[src/rtl/mem_arb_pkg.sv]
// Shared types and constants for the memory arbiter.
//   arbstate  : arbiter FSM state encoding
//   PORT_*    : requester index used for grant / last-grant tracking
//   LAT_DEFAULT : default memory access latency in cycles
package mem_arb_pkg;

   typedef enum logic [1:0] {
      IDLE   = 2'd0,
      ACCESS = 2'd1,
      DONE   = 2'd2
   } arbstate;

   localparam logic PORT_CPU = 1'b0;
   localparam logic PORT_DBG = 1'b1;

   localparam int LAT_DEFAULT = 2;

endpackage

[src/rtl/mem_arbiter_rr_pick.sv]
// Combinational two-requester round-robin picker.
//   req_i[1:0]  : request vector, bit index = port index
//   last_i      : port granted most recently
//   gnt_valid_o : at least one request present
//   gnt_idx_o   : winning port index
module rr_pick
   import mem_arb_pkg::*;
(
   input  logic [1:0] req_i,
   input  logic       last_i,
   output logic       gnt_valid_o,
   output logic       gnt_idx_o
);

   assign gnt_valid_o = |req_i;
   // On a tie the port that did not win last time goes; otherwise the lone requester.
   assign gnt_idx_o   = (req_i[0] & req_i[1]) ? ~last_i : req_i[PORT_DBG];

endmodule

[src/rtl/mem_arbiter.sv]
// Two-port arbiter (CPU / debug-loader) in front of a single fixed-latency
// memory. One access at a time; round-robin on conflict.
//   clk, reset           : clock, synchronous active-low reset
//   cpu_* / dbg_*        : level-held request ports; *_rd registered read
//                          data, *_done one-cycle completion pulse
//   cpu_stall            : cpu_req & ~cpu_done, combinational
//   mem_*                : memory strobe, write enable, address, data
//
// state  | meaning
// IDLE   | waiting for a request; grant is decided here
// ACCESS | memory access in progress, cnt counts down from LAT-1
// DONE   | winner's done pulses, read data already in its rd register
module mem_arbiter
   import mem_arb_pkg::*;
#(
   parameter int LAT   = LAT_DEFAULT,
   parameter int WIDTH = 32
)(
   input  logic             clk,
   input  logic             reset,
   input  logic             cpu_req,
   input  logic             cpu_we,
   input  logic [WIDTH-1:0] cpu_adr,
   input  logic [WIDTH-1:0] cpu_wd,
   output logic [WIDTH-1:0] cpu_rd,
   output logic             cpu_done,
   output logic             cpu_stall,
   input  logic             dbg_req,
   input  logic             dbg_we,
   input  logic [WIDTH-1:0] dbg_adr,
   input  logic [WIDTH-1:0] dbg_wd,
   output logic [WIDTH-1:0] dbg_rd,
   output logic             dbg_done,
   output logic             mem_en,
   output logic             mem_we,
   output logic [WIDTH-1:0] mem_adr,
   output logic [WIDTH-1:0] mem_wd,
   input  logic [WIDTH-1:0] mem_rd
);

   localparam int CW = (LAT > 1) ? $clog2(LAT) : 1;
   localparam logic [CW-1:0] CNT_START = CW'(LAT - 1);

   arbstate          state_q, state_d;
   logic [CW-1:0]    cnt_q, cnt_d;
   logic             last_q, last_d;
   logic             win_q, win_d;
   logic             we_q, we_d;
   logic [WIDTH-1:0] adr_q, adr_d;
   logic [WIDTH-1:0] wd_q, wd_d;
   logic [WIDTH-1:0] cpu_rd_q, cpu_rd_d;
   logic [WIDTH-1:0] dbg_rd_q, dbg_rd_d;

   logic gnt_valid;
   logic gnt_idx;
   logic in_access;
   logic first_cycle;

   rr_pick u_rr_pick (
      .req_i       ({dbg_req, cpu_req}),
      .last_i      (last_q),
      .gnt_valid_o (gnt_valid),
      .gnt_idx_o   (gnt_idx)
   );

   always_ff @(posedge clk) begin
      if (!reset) begin
         state_q  <= IDLE;
         cnt_q    <= '0;
         last_q   <= PORT_DBG;
         win_q    <= PORT_CPU;
         we_q     <= 1'b0;
         adr_q    <= '0;
         wd_q     <= '0;
         cpu_rd_q <= '0;
         dbg_rd_q <= '0;
      end else begin
         state_q  <= state_d;
         cnt_q    <= cnt_d;
         last_q   <= last_d;
         win_q    <= win_d;
         we_q     <= we_d;
         adr_q    <= adr_d;
         wd_q     <= wd_d;
         cpu_rd_q <= cpu_rd_d;
         dbg_rd_q <= dbg_rd_d;
      end
   end

   always_comb begin
      state_d  = state_q;
      cnt_d    = cnt_q;
      last_d   = last_q;
      win_d    = win_q;
      we_d     = we_q;
      adr_d    = adr_q;
      wd_d     = wd_q;
      cpu_rd_d = cpu_rd_q;
      dbg_rd_d = dbg_rd_q;
      case (state_q)
         IDLE: begin
            if (gnt_valid) begin
               win_d   = gnt_idx;
               last_d  = gnt_idx;
               we_d    = (gnt_idx == PORT_DBG) ? dbg_we  : cpu_we;
               adr_d   = (gnt_idx == PORT_DBG) ? dbg_adr : cpu_adr;
               wd_d    = (gnt_idx == PORT_DBG) ? dbg_wd  : cpu_wd;
               cnt_d   = CNT_START;
               state_d = ACCESS;
            end
         end
         ACCESS: begin
            if (cnt_q == '0) begin
               if (!we_q) begin
                  if (win_q == PORT_DBG) dbg_rd_d = mem_rd;
                  else                   cpu_rd_d = mem_rd;
               end
               state_d = DONE;
            end else begin
               cnt_d = cnt_q - CW'(1);
            end
         end
         DONE:    state_d = IDLE;
         default: state_d = IDLE;
      endcase
   end

   assign in_access   = (state_q == ACCESS);
   // Memory is strobed once per access, in the cycle the counter was loaded.
   assign first_cycle = in_access && (cnt_q == CNT_START);

   assign mem_en  = first_cycle;
   assign mem_we  = first_cycle & we_q;
   assign mem_adr = in_access ? adr_q : '0;
   assign mem_wd  = in_access ? wd_q  : '0;

   assign cpu_done  = (state_q == DONE) && (win_q == PORT_CPU);
   assign dbg_done  = (state_q == DONE) && (win_q == PORT_DBG);
   assign cpu_stall = cpu_req & ~cpu_done;

   assign cpu_rd = cpu_rd_q;
   assign dbg_rd = dbg_rd_q;

endmodule

[config.mk]
export PLATFORM = sky130hd
export DESIGN_NAME = mem_arbiter
export DESIGN_NICKNAME = d
export VERILOG_FILES = /design/src/rtl/mem_arb_pkg.sv /design/src/rtl/mem_arbiter_rr_pick.sv /design/src/rtl/mem_arbiter.sv
export SDC_FILE = /design/constraint.sdc
export NUM_CORES = 1
export LEC_CHECK = 0
export CAP_MARGIN = 20
export CORE_MARGIN = 4
export CORE_UTILIZATION = 44
export DETAILED_ROUTE_END_ITERATION = 6
export PLACE_DENSITY_LB_ADDON = 0.1
export SETUP_SLACK_MARGIN = 0.02
export SYNTH_ARGS = -nofsm -noshare
export SYNTH_HDL_FRONTEND = slang
export SYNTH_HIERARCHICAL = 1
export SYNTH_SLANG_ARGS = --single-unit
export TNS_END_PERCENT = 10
[constraint.sdc]
create_clock -name clk -period 3.8 [get_ports clk]
set_clock_uncertainty 0.15 [all_clocks]
set_input_delay 0.57 -clock clk [delete_from_list [all_inputs] [get_ports clk]]
set_output_delay 0.57 -clock clk [all_outputs]
set_load 0.02 [all_outputs]
==> metrics.txt, run 1 <==
post-DP HPWL 13200 µm; cell with the largest stage delay on the worst path sky130_fd_sc_hd__clkdlybuf4s50_1; ant diodes 0; Root Buffer sky130_fd_sc_hd__clkbuf_16; remaining design rule violation count 0; core area 13300 µm²; FF-to-FF setup slack 1.72 ns; number of search-and-repair iterations in the first detailed-routing pass 5; total count of max-transition violations in the final report 0; CP Data Arrival Time 2.53 ns; number of flip-flops and latches in the synthesized netlist 134; number of buffers inserted by port buffering 298; part of the Yosys area used for sequential elements 44.3%; fraction of post-synthesis cell area in the top cell type by area 44.3%; most common cell after layout, fill and taps aside sky130_fd_sc_hd__clkdlybuf4s50_1; top area cells in the synthesized netlist sky130_fd_sc_hd__dfxtp_1, sky130_fd_sc_hd__mux2i_1, sky130_fd_sc_hd__o211a_1, sky130_fd_sc_hd__nand2_1, sky130_fd_sc_hd__and2_1; Lkg Pwr 4.47 nW; crit path launch type flip-flop; destination of the worst hold path cpu_rd[18]; TritonCTS clock tree yes; total buffers and inverters traversed by the critical path 2; Post-Syn Nets 795; Yosys Warn Count 6; CTS resizes 0; required time worst endpoint 3.08 ns; number of setup violations in the final report 0; total congestion overflow 0; cts bufs inserted 17; Cell variety after synth 25; maximum number of pins on one net before global-route repair approximately 130; GRT Resource Usage Total ~22%; initial drt markers 275; GRT busiest layer met2; die area around 16000 µm²; row count 42; crit end category output port; routed vias about 5.5k; met3 track demand over resource in global routing 6.99%; biggest area consumer among synthesized cells sky130_fd_sc_hd__dfxtp_1; Post-Layout Cell Count about 1.1k; die outline width 125 µm; Sink Count between 100 and 150; number of global-route vias before repair 5669; post-CTS setup buffer count 0; Nets 1067; post-synthesis cell area around 6000 µm²; final routed wire length divided by cell count around 16 µm; cells along the critical path and2b_1 -> buf_4 -> and2_1 -> clkdlybuf4s50_1; average cell area after synthesis 9.63 µm²; share of the clock period used by the worst path after layout 85.4%; startpoint of the most critical hold path cpu_rd[18]; max cap viols 0; kind of critical path flip-flop to output port; count of antenna-violating nets left after detailed routing 0; met2 track demand over resource in global routing approximately two fifths; global-route wire length before repair 28400 µm; relative max-transition margin 50.2%; Hold Path Stages 2; Crit path largest cell delay 0.66 ns; met1 capacity usage during global routing 24.5%; hold buffer count at cts 0; antenna violations before repair 0; Hold/Removal Path Class flip-flop to flip-flop; endpoint of the worst register-to-register path dbg_rd[29]; commonest cells after routing, fill and taps aside sky130_fd_sc_hd__clkdlybuf4s50_1, sky130_fd_sc_hd__nand2_1, sky130_fd_sc_hd__dfxtp_1, sky130_fd_sc_hd__mux2i_1; area overhead of the layout relative to synthesis 60.5%; count of cells along the worst register-to-register path 4; largest buffer count on any clock path 2; worst IR drop on VDD 0.000384 V; count of H-tree levels built during CTS 4; startpoint of the lowest-slack register-to-register path state_q[0]; RePlAce Congestion 0.798; setup TNS 0 ns; Post-Place Cells around 1.1k; Highest Clock Rate 308 MHz; outcome finished, final reports clean; Power per Cell Area 424 nW/µm²; final hold violation count 0; instance count of the mapped netlist 629; I/O Pins between 200 and 300; time the final worst path needs with I/O delays and setup about 3.2 ns; critical-path maximum fanout 41; wire length reported by the detailed router between 15000 and 20000 µm; cell family with most CP delay buffers and inverters; unrepaired setup endpoints after global routing false; height of the die 125 µm; Tightest Pin Transition 0.746 ns; Via density 5.01; clock transition at the registers of the reported paths around 0.060 ns; insertion delay to the later sink of the worst-skew pair 0.40 ns; initial core utilization 45.4%; ratio of cells with drive above 1 in the final layout between 5 and 6%
[routing by layer]
metal | routed length, µm | vias to the layer above | share of wire, %
li1 | - | 2690 | -
met1 | 6790 | 2522 | 38
met2 | 9200 | 215 | 52
met3 | 1380 | 32 | 7.7
met4 | 493 | 0 | 2.8
met5 | 0 | - | 0
[worst max-delay path by stage]
stage | from | endpoint | slack, ns | cells past startpoint
6_report | state_q[0] | mem_adr[13] | 0.55 | 4
5_1_grt | state_q[0] | mem_adr[13] | 0.44 | 4
4_1_cts | state_q[0] | mem_adr[13] | 0.54 | 4
3_5_place_dp | state_q[0] | mem_wd[3] | 1.05 | 4
3_3_place_gp | state_q[0] | mem_adr[26] | 1.06 | 4
2_1_floorplan | state_q[1] | cpu_stall | 1.87 | 2
[report_power, final]
part	total (mW)	internal (mW)	switching, mW
combinational	0.851	0.453	0.398
clock	1.68	0.999	0.680
sequential	1.59	1.53	0.0683
[through the flow]
stage	total power [mW]	setup WS (ns)	util, %	instance area (µm²)	hold WS [ns]
2_1_floorplan	2.08	1.87	-	6060	0.289
3_3_place_gp	2.45	1.06	68.1	9090	0.291
3_5_place_dp	2.47	1.05	68.3	9110	0.297
4_1_cts	4.16	0.540	72.8	9720	0.309
5_1_grt	4.30	0.443	72.8	9720	0.334
6_report	4.12	0.554	72.8	9720	0.306
[state kept, by name, indices dropped and copies added, names as in the netlist]
name / cells
adr_q: 32
cpu_rd: 32
win_q: 1
wd_q: 32
last_q: 1
cnt_q: 1
state_q: 2
dbg_rd: 32
we_q: 1
[area by class of cell]
type,instances,area [µm²]
Timing Repair Buffer,306,3080
Fill cell,989,3620
Clock inverter,15,184
Tap cell,176,220
Sequential cell,134,2680
Clock buffer,17,425
Multi-Input combinational cell,442,3130
[worst min-delay path, stage by stage (launching register included)]
cell and delay, ns:
sky130_fd_sc_hd__dfxtp_1 0.31, sky130_fd_sc_hd__nand2_1 0.05, sky130_fd_sc_hd__mux2i_1 0.05
[synth_stat cells, drive strengths merged]
cell type,number
and3b,1
nor4,1
buf,23
nand2,164
a21oi,1
clkbuf,30
nor2b,2
or3b,1
o21a,1
and2,65
or2,1
a21boi,2
nor2,1
nand3,2
and3,1
mux2i,129
dfxtp,134
and2b,1
nor3b,3
nand2b,1
o211a,65
[logic make-up after synthesis]
kind of cell,Yosys count,share of synthesized area (%)
AO/OA/AOI/OAI,69,11.2
multiplexers,129,21.3
AND/OR/NAND/NOR,244,18.8
flip-flops,134,44.3
buffers and inverters,53,4.40
Power figures use the tool's default switching activity.
==> run 2: changes to the inputs <==
--- a/config.mk
+++ b/config.mk
@@ -7,7 +7,7 @@
 export LEC_CHECK = 0
 export CAP_MARGIN = 20
 export CORE_MARGIN = 4
-export CORE_UTILIZATION = 44
+export CORE_UTILIZATION = 41
 export DETAILED_ROUTE_END_ITERATION = 6
 export PLACE_DENSITY_LB_ADDON = 0.1
 export SETUP_SLACK_MARGIN = 0.02
==> constraint.sdc (replaced) <==
create_clock -name clk -period 3.3 [get_ports clk]
set_clock_uncertainty 0.15 [all_clocks]
set_input_delay 0.495 -clock clk [delete_from_list [all_inputs] [get_ports clk]]
set_output_delay 0.495 -clock clk [all_outputs]
set_load 0.02 [all_outputs]
==> run 2 against run 1 <==
Against the previous run: worst setup slack worse by 0.28 ns; combinational power grew 18%; global-route usage is 1.3 points lower; cell count up 1.6%; flip-flop and latch count did not move; worst hold slack hardly changed; die area increased by 6.8%; clock power grew 21%; sequential share of layout area decreased by 0.40 points; count of clock-buffer cells in the layout increased by 4.
==> metrics.txt, run 2 (synthesis gave the netlist of run 1 again) <==
hold buffer count at cts 0; maximum number of pins on one net before global-route repair 134; TritonCTS clock tree yes; Crit path largest cell delay 0.63 ns; row count 44; die outline width 130 µm; Hold/Removal Path Class flip-flop to flip-flop; Final Power 4.88 mW; number of setup violations in the final report 0; total buffers and inverters traversed by the critical path 2; antenna violations before repair 0; crit path launch type flip-flop; count of antenna-violating nets left after detailed routing 0; relative max-transition margin 54.4%; initial core utilization 41.9%; worst IR drop on VDD 0.000356 V; Lkg Pwr 4.54 nW; post-DP HPWL 13400 µm; required time worst endpoint between 2 and 3 ns; Highest Clock Rate ~330 MHz; initial drt markers roughly 220; cell with the largest stage delay on the worst path sky130_fd_sc_hd__clkdlybuf4s50_1; count of H-tree levels built during CTS 4; cells along the critical path and2b_1 -> buf_4 -> and2_1 -> clkdlybuf4s50_1; most common cell after layout, fill and taps aside sky130_fd_sc_hd__clkdlybuf4s50_1; Via density 4.95; Root Buffer sky130_fd_sc_hd__clkbuf_16; remaining design rule violation count 0; total congestion overflow 0; ant diodes 0; clock transition at the registers of the reported paths ~0.060 ns; area overhead of the layout relative to synthesis 62.8%; cts bufs inserted 17; Sink Count 134; final hold violation count 0; CP Data Arrival Time between 2 and 2.5 ns; final routed wire length divided by cell count 16.3 µm; GRT Resource Usage Total between 20% and 30%; largest buffer count on any clock path 2; core area ~14000 µm²; CTS resizes 0; fill count approximately 1.1k; wire length reported by the detailed router 18000 µm; number of buffers inserted by port buffering 298; kind of critical path flip-flop to output port; post-route worst setup slack 0.269 ns; Power per Cell Area 494 nW/µm²; share of the clock period used by the worst path after layout 91.8%; global-route wire length before repair 27700 µm; die area 16800 µm²; I/O Pins 299; crit end category output port; time the final worst path needs with I/O delays and setup roughly 3.0 ns; Nets between 1k and 1.5k; Tightest Pin Transition 0.682 ns; post-CTS setup buffer count 0; cell family with most CP delay buffers and inverters; unrepaired setup endpoints after global routing false; total count of max-transition violations in the final report 0; number of search-and-repair iterations in the first detailed-routing pass 4; height of the die 130 µm; ratio of cells with drive above 1 in the final layout 5.96%; insertion delay to the later sink of the worst-skew pair 0.41 ns; number of global-route vias before repair 5657; max cap viols 0; commonest cells after routing, fill and taps aside sky130_fd_sc_hd__clkdlybuf4s50_1, sky130_fd_sc_hd__nand2_1, sky130_fd_sc_hd__dfxtp_1, sky130_fd_sc_hd__mux2i_1; worst slack on hold paths just over 0.3 ns; critical-path maximum fanout 67; setup TNS 0 ns; outcome finished, final reports clean; pre-CTS worst setup slack between 0.6 and 0.7 ns; RePlAce Congestion 0.771; routed vias approximately 5.5k
## run 2: cell count changes in the layout (fill, tap and decap cells not counted), moves of 3 or more
cell / delta
sky130_fd_sc_hd__buf_4: +7
sky130_fd_sc_hd__inv_8: -5
sky130_fd_sc_hd__clkbuf_8: +4
sky130_fd_sc_hd__inv_6: -3
## run 2: layer usage
metal | part of all wire, % | up-vias | track usage (%)
met2 | 50 | 204 | 36.7
met3 | 8.6 | 35 | 7.83
met5 | 0 | - | 0
met4 | 3.1 | 0 | 9.05
met1 | 38 | 2536 | 22.5
li1 | - | 2710 | -
## run 2: worst reg2reg max path: stages (launching register included)
cell                      delay (ns)
sky130_fd_sc_hd__dfxtp_1        0.43
sky130_fd_sc_hd__and2b_1        0.16
sky130_fd_sc_hd__buf_4          0.46
sky130_fd_sc_hd__nand3_2        0.52
sky130_fd_sc_hd__buf_4          0.43
sky130_fd_sc_hd__mux2i_1        0.18
## run 2: per-stage QoR
step	util, %	cells	cell area, µm²
2_1_floorplan	-	629	6060
3_3_place_gp	63.7	1075	9220
3_5_place_dp	63.7	1075	9220
4_1_cts	68.1	1107	9870
5_1_grt	68.1	1107	9870
6_report	68.1	1107	9870
## run 2: where the power goes
group,internal (mW),switching (mW),total [mW]
Sequential,1.76,0.0747,1.83
Combinational,0.537,0.464,1.00
Clock,1.35,0.696,2.04
Total,3.64,1.23,4.88
## run 2: cell type report
type                       count  area, µm²  area share, %
multi-input combinational    442       3130           31.8
clock buffer                  21        480           4.87
tap                          184        230           2.33
sequential                   134       2680           27.2
timing repair buffer         315       3170           32.1
clock inverter                11        170           1.72
## run 2: final timing paths
| check | startpoint | to | slack, ns | cells after the start |
|---|---|---|---|---|
| max | state_q[0] | mem_adr[30] | 0.27 | 4 |
| max reg2reg | state_q[0] | dbg_rd[7] | 0.85 | 5 |
| min reg2reg | cpu_rd[23] | cpu_rd[23] | 0.31 | 2 |
| min | cpu_rd[23] | cpu_rd[23] | 0.31 | 2 |
==> run 3: changes to the inputs <==
--- a/config.mk
+++ b/config.mk
@@ -6,8 +6,10 @@
 export NUM_CORES = 1
 export LEC_CHECK = 0
 export CAP_MARGIN = 20
+export CELL_PAD_IN_SITES_DETAIL_PLACEMENT = 0
+export CELL_PAD_IN_SITES_GLOBAL_PLACEMENT = 1
 export CORE_MARGIN = 4
-export CORE_UTILIZATION = 41
+export CORE_UTILIZATION = 29
 export DETAILED_ROUTE_END_ITERATION = 6
 export PLACE_DENSITY_LB_ADDON = 0.1
 export SETUP_SLACK_MARGIN = 0.02
==> run 3 against run 2 <==
Against the previous run: via count decreased by 3.0%; non-clock buffer count decreased by 9; sequential share of layout area increased by 0.066 points; count of clock-buffer cells in the layout unchanged; combinational power about the same; first-iteration DRC count decreased by 13%; global-route usage decreased by 5.0 points; critical path type unchanged; critical endpoint is now mem_wd[8]; largest power group unchanged; highest routed layer unchanged.
==> metrics.txt, run 3 (synthesis gave the netlist of run 1 again) <==
outcome finished, final reports clean; power dissipated by switching net loads 1.25 mW; max cap viols 0; Root Buffer sky130_fd_sc_hd__clkbuf_16; number of setup violations in the final report 0; Post-Place Cells 1152; GRT Resource Usage Total 16.0%; cell with the largest stage delay on the worst path sky130_fd_sc_hd__clkdlybuf4s50_1; area overhead of the layout relative to synthesis 62.4%; destination of the worst hold path cpu_rd[30]; RePlAce Congestion 0.772; maximum number of pins on one net before global-route repair 134; final routed wire length divided by cell count approximately 16 µm; Nets 1067; TritonCTS clock tree yes; post-DP HPWL 13900 µm; wire length reported by the detailed router 19100 µm; final hold violation count 0; startpoint of the lowest-slack register-to-register path state_q[0]; antenna violations before repair 0; CP Data Arrival Time 2.42 ns; share of the clock period used by the worst path after layout roughly 93%; hold buffer count at cts 0; Highest Clock Rate around 330 MHz; kind of critical path flip-flop to output port; number of buffers inserted by port buffering 298; cell family with most CP delay buffers and inverters; time the final worst path needs with I/O delays and setup 3.06 ns; startpoint of the most critical hold path cpu_rd[30]; crit path launch type flip-flop; Reg power frac 38.6%; cts bufs inserted 17; number of global-route vias before repair 5626; endpoint of the worst register-to-register path dbg_rd[6]; Power per Cell Area 484 nW/µm²; most common cell after layout, fill and taps aside sky130_fd_sc_hd__clkdlybuf4s50_1; total count of max-transition violations in the final report 0; Switching Share 26.2%; largest buffer count on any clock path 2; commonest cells after routing, fill and taps aside sky130_fd_sc_hd__clkdlybuf4s50_1, sky130_fd_sc_hd__nand2_1, sky130_fd_sc_hd__dfxtp_1, sky130_fd_sc_hd__mux2i_1; number of search-and-repair iterations in the first detailed-routing pass 4; routed vias roughly 5.3k; initial drt markers 190; Lkg Pwr around 4.5 nW; remaining design rule violation count 0; total internal power approximately 3.5 mW; count of cells along the worst register-to-register path 4; ant diodes 0; required time worst endpoint about 2.7 ns; Via density 4.49; setup TNS 0 ns; Post-Layout Cell Count 1184; Hold/Removal Path Class flip-flop to flip-flop; ratio of cells with drive above 1 in the final layout 4.92%; Sink Count 134; pre-CTS worst setup slack about 0.45 ns; count of antenna-violating nets left after detailed routing 0; total congestion overflow 0; row count between 50 and 60; post-CTS setup buffer count 0; die outline width roughly 150 µm; global-route wire length before repair 30000 µm; relative max-transition margin 59.4%; Crit path largest cell delay roughly 0.6 ns; core area 20400 µm²; Hold Path Stages 2; crit end category output port; clock network power share 40.8%; worst IR drop on VDD 0.000360 V; combinational cell fraction of total power about 21%; cells along the critical path and2b_4 -> buf_4 -> and2_1 -> clkdlybuf4s50_1; count of H-tree levels built during CTS 4; Tightest Pin Transition 0.608 ns; post-route worst setup slack between 0.2 and 0.25 ns; total buffers and inverters traversed by the critical path 2; clock transition at the registers of the reported paths 0.05 ns; FF-to-FF setup slack 1.14 ns; unrepaired setup endpoints after global routing false; die area 23300 µm²; I/O Pins 299; critical-path maximum fanout 36; initial core utilization 29.8%; insertion delay to the later sink of the worst-skew pair 0.40 ns; Final Power 4.76 mW; height of the die 153 µm
## run 3: timing repair
item,4_1_cts,5_1_grt
endpoints found under the setup margin,20,0
resized for setup,1,0
endpoints found under the hold margin,0,0
## run 3: per-stage QoR
step	hold WS, ns	cell area [µm²]	util [%]
2_1_floorplan	0.289	6060	-
3_3_place_gp	0.294	9230	45.3
3_5_place_dp	0.298	9230	45.3
4_1_cts	0.310	9840	48.3
5_1_grt	0.322	9840	48.3
6_report	0.305	9840	48.3
## run 3: worst max-delay path by stage
stage | from | endpoint | slack (ns) | cells after the start
floorplan | state_q[1] | cpu_stall | 1.44 | 2
global placement | state_q[0] | mem_wd[19] | 0.58 | 4
detailed placement | state_q[0] | mem_wd[14] | 0.45 | 4
CTS | state_q[0] | mem_wd[14] | 0.16 | 4
global route | state_q[1] | mem_wd[8] | 0.06 | 4
finish | state_q[0] | mem_wd[8] | 0.24 | 4
## run 3: worst reg2reg max path, delay by kind of cell (launching register included)
kind                   cells  cell delay [ns]
and+or+nand+nor            2             0.92
buffers and inverters      1             0.40
muxes                      1             0.15
DFF                        1             0.43
## run 3: area by class of cell
| class | instances | area [µm²] |
|---|---|---|
| fill | 1916 | 10500 |
| multi-input combinational | 442 | 3140 |
| timing repair buffer | 306 | 3080 |
| sequential | 134 | 2680 |
| clock buffer | 21 | 460 |
| tap | 270 | 338 |
| clock inverter | 11 | 149 |
## run 3: power by group through the flow
| stage | combinational [mW] | sequential, mW | clock (mW) |
|---|---|---|---|
| 3_3_place_gp | 0.973 | 1.87 | 0 |
| 2_1_floorplan | 0.510 | 1.88 | 0 |
| 4_1_cts | 0.999 | 1.84 | 2.01 |
| 3_5_place_dp | 0.991 | 1.87 | 0 |
| 5_1_grt | 1.06 | 1.85 | 2.08 |
| 6_report | 0.980 | 1.84 | 1.94 |
## run 3: per-layer routing
| layer | vias up | routed length [µm] | track usage, % | share of wire (%) |
|---|---|---|---|---|
| li1 | 2685 | - | - | - |
| met1 | 2439 | 8070 | 18.5 | 42 |
| met2 | 180 | 9330 | 27.7 | 49 |
| met3 | 14 | 1470 | 5.79 | 7.7 |
| met4 | 0 | 220 | 4.62 | 1.2 |
| met5 | - | 0 | 0 | 0 |
